<file path="config.mk">
export PLATFORM = sky130hd
export DESIGN_NAME = token_window_counter
export DESIGN_NICKNAME = d
export VERILOG_FILES = /design/src/rtl/token_pkg.sv /design/src/rtl/token_fifo.sv /design/src/rtl/token_window_counter.sv
export SDC_FILE = /design/constraint.sdc
export NUM_CORES = 1
export LEC_CHECK = 0
export ABC_AREA = 1
export BUFFER_PORTS_ARGS = -buffer_cell sky130_fd_sc_hd__buf_2
export CELL_PAD_IN_SITES_DETAIL_PLACEMENT = 0
export CELL_PAD_IN_SITES_GLOBAL_PLACEMENT = 1
export CORE_MARGIN = 2
export CORE_UTILIZATION = 40
export CTS_CLUSTER_DIAMETER = 50
export DETAILED_ROUTE_END_ITERATION = 8
export GPL_ROUTABILITY_DRIVEN = 0
export GPL_TIMING_DRIVEN = 0
export PLACE_DENSITY = 0.84
export RECOVER_POWER = 25
export REMOVE_ABC_BUFFERS = 1
export SYNTH_ARGS = -nofsm -noshare
export SYNTH_HDL_FRONTEND = slang
export SYNTH_SLANG_ARGS = --single-unit
</file>
<file path="constraint.sdc">
create_clock -name clk -period 2.9 [get_ports clk]
set_input_delay 0.145 -clock clk [delete_from_list [all_inputs] [get_ports clk]]
set_output_delay 0.145 -clock clk [all_outputs]
set_load 0.005 [all_outputs]
</file>
<file path="src/rtl/token_pkg.sv">
// +--------------------------------------------------------------------+
// | token_pkg : shared FSM state type and count-width helper           |
// | Rev 1.0                                                            |
// +--------------------------------------------------------------------+
`default_nettype none

package token_pkg;

    typedef enum logic [0:0] {
        IDLE  = 1'b0,
        COUNT = 1'b1
    } state_t;

    // Bits needed to hold a count of 0..window inclusive.
    function automatic int cnt_w(input int window);
        return $clog2(window + 1);
    endfunction

endpackage

`default_nettype wire

</file>
<file path="src/rtl/token_fifo.sv">
// +--------------------------------------------------------------------+
// | token_fifo : power-of-two ring buffer, head presented from regs    |
// | Rev 1.0                                                            |
// +--------------------------------------------------------------------+
`default_nettype none

module token_fifo #(
    parameter int W     = 4,
    parameter int DEPTH = 2
) (
    input  logic         clk,
    input  logic         rst,
    input  logic         push,
    input  logic [W-1:0] push_data,
    input  logic         pop,
    output logic [W-1:0] pop_data,
    output logic         full,
    output logic         empty
);

    localparam int PW    = $clog2(DEPTH);
    localparam int OCC_W = $clog2(DEPTH + 1);

    logic [W-1:0]     mem [DEPTH];
    logic [PW-1:0]    wr_ptr;
    logic [PW-1:0]    rd_ptr;
    logic [OCC_W-1:0] occ;
    logic             do_push;
    logic             do_pop;

    assign full     = (occ == OCC_W'(DEPTH));
    assign empty    = (occ == '0);
    assign do_pop   = pop && !empty;
    // A full buffer still takes a push when the head leaves in the same cycle.
    assign do_push  = push && (!full || do_pop);
    assign pop_data = mem[rd_ptr];

    always_ff @(posedge clk) begin
        if (rst) begin
            wr_ptr <= '0;
            rd_ptr <= '0;
            occ    <= '0;
            for (int i = 0; i < DEPTH; i++) begin
                mem[i] <= '0;
            end
        end else begin
            if (do_push) begin
                mem[wr_ptr] <= push_data;
                wr_ptr      <= wr_ptr + 1'b1;
            end
            if (do_pop) begin
                rd_ptr <= rd_ptr + 1'b1;
            end
            if (do_push && !do_pop) begin
                occ <= occ + 1'b1;
            end else if (do_pop && !do_push) begin
                occ <= occ - 1'b1;
            end
        end
    end

endmodule

`default_nettype wire

</file>
<file path="src/rtl/token_window_counter.sv">
// +--------------------------------------------------------------------+
// | token_window_counter : counts tokens over fixed windows into FIFO  |
// | Rev 1.0                                                            |
// +--------------------------------------------------------------------+
`default_nettype none

module token_window_counter
    import token_pkg::*;
#(
    parameter int WINDOW = 8,
    parameter int DEPTH  = 2
) (
    input  logic                       clk,
    input  logic                       rst,
    input  logic                       tok,
    input  logic                       start,
    input  logic                       cont,
    output logic [cnt_w(WINDOW)-1:0]   cnt_data,
    output logic                       cnt_valid,
    input  logic                       cnt_ready,
    output logic                       dropped,
    output logic                       busy
);

    localparam int CW = cnt_w(WINDOW);
    localparam int WW = $clog2(WINDOW);

    state_t          state;
    logic [WW-1:0]   wcnt;
    logic [CW-1:0]   acc;
    logic            last;
    logic            push;
    logic [CW-1:0]   push_data;
    logic            pop;
    logic            full;
    logic            empty;

    assign last      = (state == COUNT) && (wcnt == WW'(WINDOW - 1));
    assign push      = last;
    // The final sample joins the count in the same cycle it is pushed.
    assign push_data = acc + CW'(tok);
    assign cnt_valid = !empty;
    assign pop       = cnt_valid && cnt_ready;

    always_ff @(posedge clk) begin
        if (rst) begin
            state <= IDLE;
            busy  <= 1'b0;
            wcnt  <= '0;
            acc   <= '0;
        end else begin
            case (state)
                IDLE: begin
                    if (start) begin
                        state <= COUNT;
                        busy  <= 1'b1;
                        wcnt  <= '0;
                        acc   <= '0;
                    end
                end
                COUNT: begin
                    if (last) begin
                        wcnt <= '0;
                        acc  <= '0;
                        if (!cont) begin
                            state <= IDLE;
                            busy  <= 1'b0;
                        end
                    end else begin
                        wcnt <= wcnt + 1'b1;
                        acc  <= acc + CW'(tok);
                    end
                end
                default: begin
                    state <= IDLE;
                    busy  <= 1'b0;
                end
            endcase
        end
    end

    always_ff @(posedge clk) begin
        if (rst) begin
            dropped <= 1'b0;
        end else if (push && full && !pop) begin
            dropped <= 1'b1;
        end
    end

    token_fifo #(
        .W     (CW),
        .DEPTH (DEPTH)
    ) u_fifo (
        .clk       (clk),
        .rst       (rst),
        .push      (push),
        .push_data (push_data),
        .pop       (pop),
        .pop_data  (cnt_data),
        .full      (full),
        .empty     (empty)
    );

endmodule

`default_nettype wire
</file>
==> out/qor.yml, run 1 <==
outcome:
  status: "finished clean"
min_path:
  worstHoldPathType: "input port to register"
  min_to: "busy"
  min_from: "start"
  holdPathStages: 3
global_route:
  grt_antenna_before_repair: 0
  grt_overflow: 0
  grt_max_degree: 13
  grt.total_usage_pct: 13.4
  grt_pass1_wl_um: 2700
  grt_pass1_vias: 673
clock_tree:
  clock_latency_ps: 320
  path_clk_slew_ps: 120
  post-cts-setup-buffers: 0
  htree_levels: 1
  cts_root_buf: "clkbuf_4"
  cts_hold_buf: 0
  numCtsBuffers: 3
  cts_tree: "built"
  clock_sink_count: 23
  cts.repair.resized: 0
  cts_buffer_depth: 2
power_and_ir_drop:
  ir_worst_vdd_v: 0.000267
  leakagePower_nw: 0.503
  power_density_mw_per_mm2: 494
logic_synthesis:
  yosysTopAreaCellShare_pct: 29.3
  syn_area_sq_mm: 0.00102
  yosys_warnings: 0
  syn_avg_cell_area_sq_um: 8.99
  synth_top_area_cell: "dfxtp_1"
  ys_seq_area_share_pct: 52.7
  postSynthCellCount: 114
  ys_types: 21
  ys_ff_latch: 23
  synthTopCellsByArea: "dfxtp_1 29%, edfxtp_1 23%, nand2_1 8.1%, ha_1 6.1%, nor2_1 5.5%"
place:
  hpwl_um: 1220
  portBuffers: 12
  place_area_sq_mm: 0.00111
  placed_cells: 154
floorplan:
  dieArea_sq_mm: 0.00298
  floorplan.initialDensity_pct: 41.7
  num_io_pins: 13
  die_y_um: 54.6
  die_x_um: 54.6
  rows: 18
  coreArea_sq_mm: 0.00245
drt:
  final_antenna_net_count: 0
  dr.first_iter.drc_count: 9
  wl_met2_um: 769
  routed_wl_um: 1590
  wl_per_cell_um: 10.1
  met1_length_um: 704
  first_pass_iters: 3
  route.vias.total: 744
  drc: 0
  dr.max_layer_used: "met4"
  wl_met3_um: 62
  vias_per_cell: 4.71
worst_setup_path:
  worstPathRequired_ps: 3170
  cp-end-kind: "register"
  cp_slowest_stage_delay_ps: 340
  crit_arrival_ps: 2010
  cp_slowest_cell: "dfxtp_1"
  cp-start-kind: "register"
  critPathKind: "register to register"
  cp_top_family: "adder cells"
  cp_cell_sequence: "ha_1 > ha_1 > nand2_1 > inv_1 > nand2_2 > inv_2 > ha_1 > inv_1 > nand3_1 > nand2_1 > nand2_1 > nor2_1"
  reg2reg_depth: 12
  reg2reg_to: "u_fifo.occ[1]"
  timing.rr.start: "wcnt[0]"
  worstPathMaxFanout: 3
  ff2ff_setup_slack_ps: 1160
  crit_buf_inv: 3
timing:
  final.min_clock_period_ps: 1740
  slew_violations: 0
  finalSetupViolCount: 0
  tightest_slew_ps: 436
  final_hold_viol_count: 0
  fin_crit_sh_pct: 60.0
  maxSlewHeadroom_pct: 70.8
  rsz0062_at_grt: "false"
  fin_skew_ps: 1.67
  whs_ps: 84.0
  fmax_mhz: 575
  fin_tns_setup_ps: 0
layout:
  diodes: 0
  area_growth_pct: 10.4
  register_area_sq_um: 541
  postLayoutCellArea_sq_mm: 0.00113
  layoutNonFillerInstCount: 158
  fin_nets: 140
  fillers: 243
  final_util_pct: 46.1
  multi_input_area_sq_um: 414
  drive_gt1_share_pct: 19.5
flow_run:
  cap_violations: 0
Yosys cell counts:
cell / number
o21ai_1: 1
nand2_1: 22
o21ai_0: 4
a21oi_1: 9
nand3b_2: 1
nand3_1: 5
dfxtp_1: 15
ha_1: 5
nor2_1: 15
mux2_2: 4
nor2_2: 2
buf_2: 1
buf_4: 1
nand4_1: 1
nand3_2: 1
o211a_1: 1
edfxtp_1: 8
inv_1: 12
xor2_1: 1
nand2_2: 3
inv_2: 2
tightest hold or removal path: cells and delay by family:
kind / cells / cell delay [ps]
and+or+nand+nor: 1 / 70
buffers and inverters: 1 / 100
AOI/OAI and AO/OA: 1 / 60
routing by layer:
layer / GRT usage, % / up-vias
met2: 23.4 / 12
met5: 0 / -
met3: 3.28 / 5
li1: - / 403
met4: 10.0 / 0
met1: 13.5 / 324
area by class of cell:
cell class / instances / share of cell area (%)
Sequential cell: 23 / 47.8
Multi-Input combinational cell: 75 / 36.6
Timing Repair Buffer: 12 / 5.31
Inverter: 14 / 4.65
Tap cell: 30 / 3.32
Clock buffer: 4 / 2.32
kinds of logic after synthesis:
| logic type | synth area share (%) |
|---|---|
| AO/OA/AOI/OAI | 7.81 |
| AND/OR/NAND/NOR | 21.7 |
| adder cells (fa/ha/maj) | 6.11 |
| multiplexers | 4.40 |
| buffers and inverters | 6.35 |
| flip-flops | 52.7 |
| XOR/XNOR | 0.855 |
flip-flops by register name (all words and copies together), names as in the netlist, named ones only:
name and cells:
u_fifo.rd_ptr 1, u_fifo.mem 8, u_fifo.wr_ptr 1, dropped 1, u_fifo.occ 2, busy 1, acc 4, state 1
wcnt 3
report_power, final:
group          internal (mW)  total [mW]  switching [mW]
logic                 0.0240      0.0560          0.0320
clock network         0.0539       0.147          0.0934
registers              0.347       0.355         0.00850
total                  0.425       0.559           0.134
worst max-delay path by stage:
stage | start | end | cells past startpoint | slack [ps]
global placement | wcnt[0] | u_fifo.occ[1] | 11 | 1220
floorplan | wcnt[0] | u_fifo.occ[1] | 11 | 1310
detailed placement | wcnt[0] | u_fifo.occ[1] | 12 | 1190
global route | wcnt[0] | u_fifo.occ[1] | 12 | 940
finish | wcnt[0] | u_fifo.occ[1] | 12 | 1160
CTS | wcnt[0] | u_fifo.occ[1] | 12 | 1150
placed cells by master (no fill, tap or decap):
cell type / count
a21oi_1: 9
buf_2: 12
clkbuf_1: 1
clkbuf_4: 3
dfxtp_1: 15
edfxtp_1: 8
ha_1: 5
inv_1: 13
inv_2: 1
mux2_2: 4
nand2_1: 23
nand2_2: 2
nand3_1: 5
nand3_2: 1
nand3b_2: 1
nand4_1: 1
nor2_1: 16
nor2_2: 1
o211a_1: 1
o21ai_0: 5
xor2_1: 1
stage by stage:
| step | total power, mW | worst slack, ps |
|---|---|---|
| after global routing | 0.586 | 942 |
| after CTS | 0.565 | 1150 |
| final | 0.559 | 1160 |
| after global placement | 0.418 | 1220 |
| after detailed placement | 0.421 | 1190 |
| after floorplan | 0.399 | 1310 |
Power figures use the tool's default switching activity.
==> run 2: changes to the inputs <==
clock period = 1.7 ns   (was 2.9 ns; I/O delays follow)
==> run 2 against run 1 <==
  * Final cell count grew 1.3%
  * Largest power group unchanged
  * Global-route usage is the same
  * First-iteration DRC count shrank 44%
==> out/qor.yml, run 2 (synthesized netlist as in run 1, its figures left out) <==
layout:
  fillers: 240
  largest_reg_flops: 8
  largest-register: "u_fifo.mem"
  postLayoutCellArea_sq_mm: 0.00120
  mostFrequentLayoutCells: "22 x nand2_1, 16 x nor2_1, 13 x dfxtp_1"
  fin_nets: 142
  drive_gt1_share_pct: 26.9
  area_growth_pct: 16.7
  layout_commonest_cell: "nand2_1"
  reg_top3: "u_fifo.mem (8), acc (4), wcnt (3)"
  diodes: 0
drt:
  wl_per_cell_um: 10.6
  drc: 0
  vias_per_cell: 4.75
  dr.first_iter.drc_count: 5
  routed_wl_um: 1700
  route.vias.total: 760
  final_antenna_net_count: 0
  first_pass_iters: 4
worst_setup_path:
  ff2ff_setup_slack_ps: 150
  worstPathRequired_ps: 1950
  crit_arrival_ps: 1800
  cp_slowest_cell: "dfxtp_2"
  reg2reg_depth: 10
  cp-end-kind: "register"
  reg2reg_to: "u_fifo.occ[0]"
  worstPathMaxFanout: 3
  critPathKind: "register to register"
  cp-start-kind: "register"
  cp_slowest_stage_delay_ps: 360
  timing.rr.start: "wcnt[0]"
  cpMostUsedCell: "ha_4"
  cp_cell_sequence: "ha_4 > ha_4 > nand2_2 > inv_1 > nand2_2 > inv_2 > ha_4 > inv_4 > buf_4 > a21oi_1"
  crit_path_start: "wcnt[0]"
clock_tree:
  numCtsBuffers: 3
  clock_latency_ps: 310
  htree_levels: 1
  path_clk_slew_ps: 110
  clock_sink_count: 23
  cts_buffer_depth: 2
  cts_tree: "built"
  cts_root_buf: "clkbuf_4"
global_route:
  grt.total_usage_pct: 13.4
  grt_overflow: 0
  grt_pass1_vias: 673
  grt_antenna_before_repair: 0
  grt_pass1_wl_um: 2700
  grt_max_degree: 13
floorplan:
  floorplan.initialDensity_pct: 41.7
  num_io_pins: 13
  die_x_um: 54.6
  coreArea_sq_mm: 0.00245
  dieArea_sq_mm: 0.00298
  rows: 18
  die_y_um: 54.6
timing:
  maxSlewHeadroom_pct: 70.9
  final.min_clock_period_ps: 1550
  finalSetupViolCount: 0
  fin_ws_ps: 151
  tightest_slew_ps: 435
  final_hold_viol_count: 0
  rsz0062_at_grt: "false"
  slew_violations: 0
  fmax_mhz: 646
  fin_skew_ps: 3.95
  fin_crit_sh_pct: 91.1
place:
  place_area_sq_mm: 0.00111
  hpwl_um: 1220
  place_ws_ps: -12.6
  portBuffers: 12
power_and_ir_drop:
  leakagePower_nw: 0.506
  power_density_mw_per_mm2: 806
  finalPower_uw: 964
  ir_worst_vdd_v: 0.000461
flow_run:
  cap_violations: 0
min_path:
  min_from: "rst"
  min_to: "wcnt[1]"
  worstHoldPathType: "input port to register"
  holdPathStages: 2
outcome:
  status: "finished clean"
## run 2: repair_timing
item | in CTS | in global routing
resized for setup | 3 | 7
hold buffers | 0 | 0
pin swaps | 0 | 3
buffers inserted | 0 | 2
setup endpoints to repair | 1 | 8
## run 2: power breakdown
| group | switching [mW] | total (mW) | internal [mW] | leakage (nW) |
|---|---|---|---|---|
| clock network | 0.155 | 0.247 | 0.0919 | 0.0150 |
| logic | 0.0592 | 0.108 | 0.0487 | 0.286 |
| registers | 0.0165 | 0.609 | 0.593 | 0.206 |
## run 2: stage by stage
| step | TNS, ps | utilization, % | std cells | hold WS (ps) |
|---|---|---|---|---|
| 2_1_floorplan | 0 | - | 112 | 154 |
| 3_3_place_gp | 0 | 45.2 | 154 | 357 |
| 3_5_place_dp | -12.6 | 45.2 | 154 | 365 |
| 5_1_grt | 0 | 48.7 | 160 | 34.5 |
| 4_1_cts | 0 | 46.4 | 158 | 16.2 |
| 6_report | 0 | 48.7 | 160 | 25.8 |
## run 2: how the worst max path moves through the flow
| stage | to | slack (ps) | cells after the start |
|---|---|---|---|
| finish | u_fifo.occ[0] | 150 | 10 |
| floorplan | u_fifo.occ[1] | 110 | 11 |
| detailed placement | u_fifo.occ[1] | -10 | 12 |
| global placement | u_fifo.occ[1] | 20 | 11 |
| global route | u_fifo.occ[1] | 6 | 12 |
| CTS | u_fifo.occ[1] | 7 | 12 |
## run 2: routing by layer
layer | GRT usage [%] | routed length, um | vias to the layer above
met5 | 0 | 0 | -
met4 | 10.0 | 54 | 0
met3 | 3.28 | 79 | 5
met2 | 23.4 | 848 | 18
met1 | 13.5 | 713 | 332
li1 | - | - | 405
## run 2: worst max-delay path, delay by kind of cell, from the launching register on
| kind | cells | cell delay, ps |
|---|---|---|
| flops | 1 | 360 |
| fa+ha+maj | 3 | 580 |
| buf+inv | 4 | 260 |
| simple gates | 2 | 150 |
| compound gates | 1 | 130 |
## run 2: cell type report
type | instances | area, sq um | area share, %
Tap cell | 30 | 37.5 | 3.14
Timing Repair Buffer | 14 | 75.1 | 6.28
Clock buffer | 4 | 26.3 | 2.20
Inverter | 14 | 55.1 | 4.60
Multi-Input combinational cell | 75 | 459 | 38.4
Sequential cell | 23 | 543 | 45.4
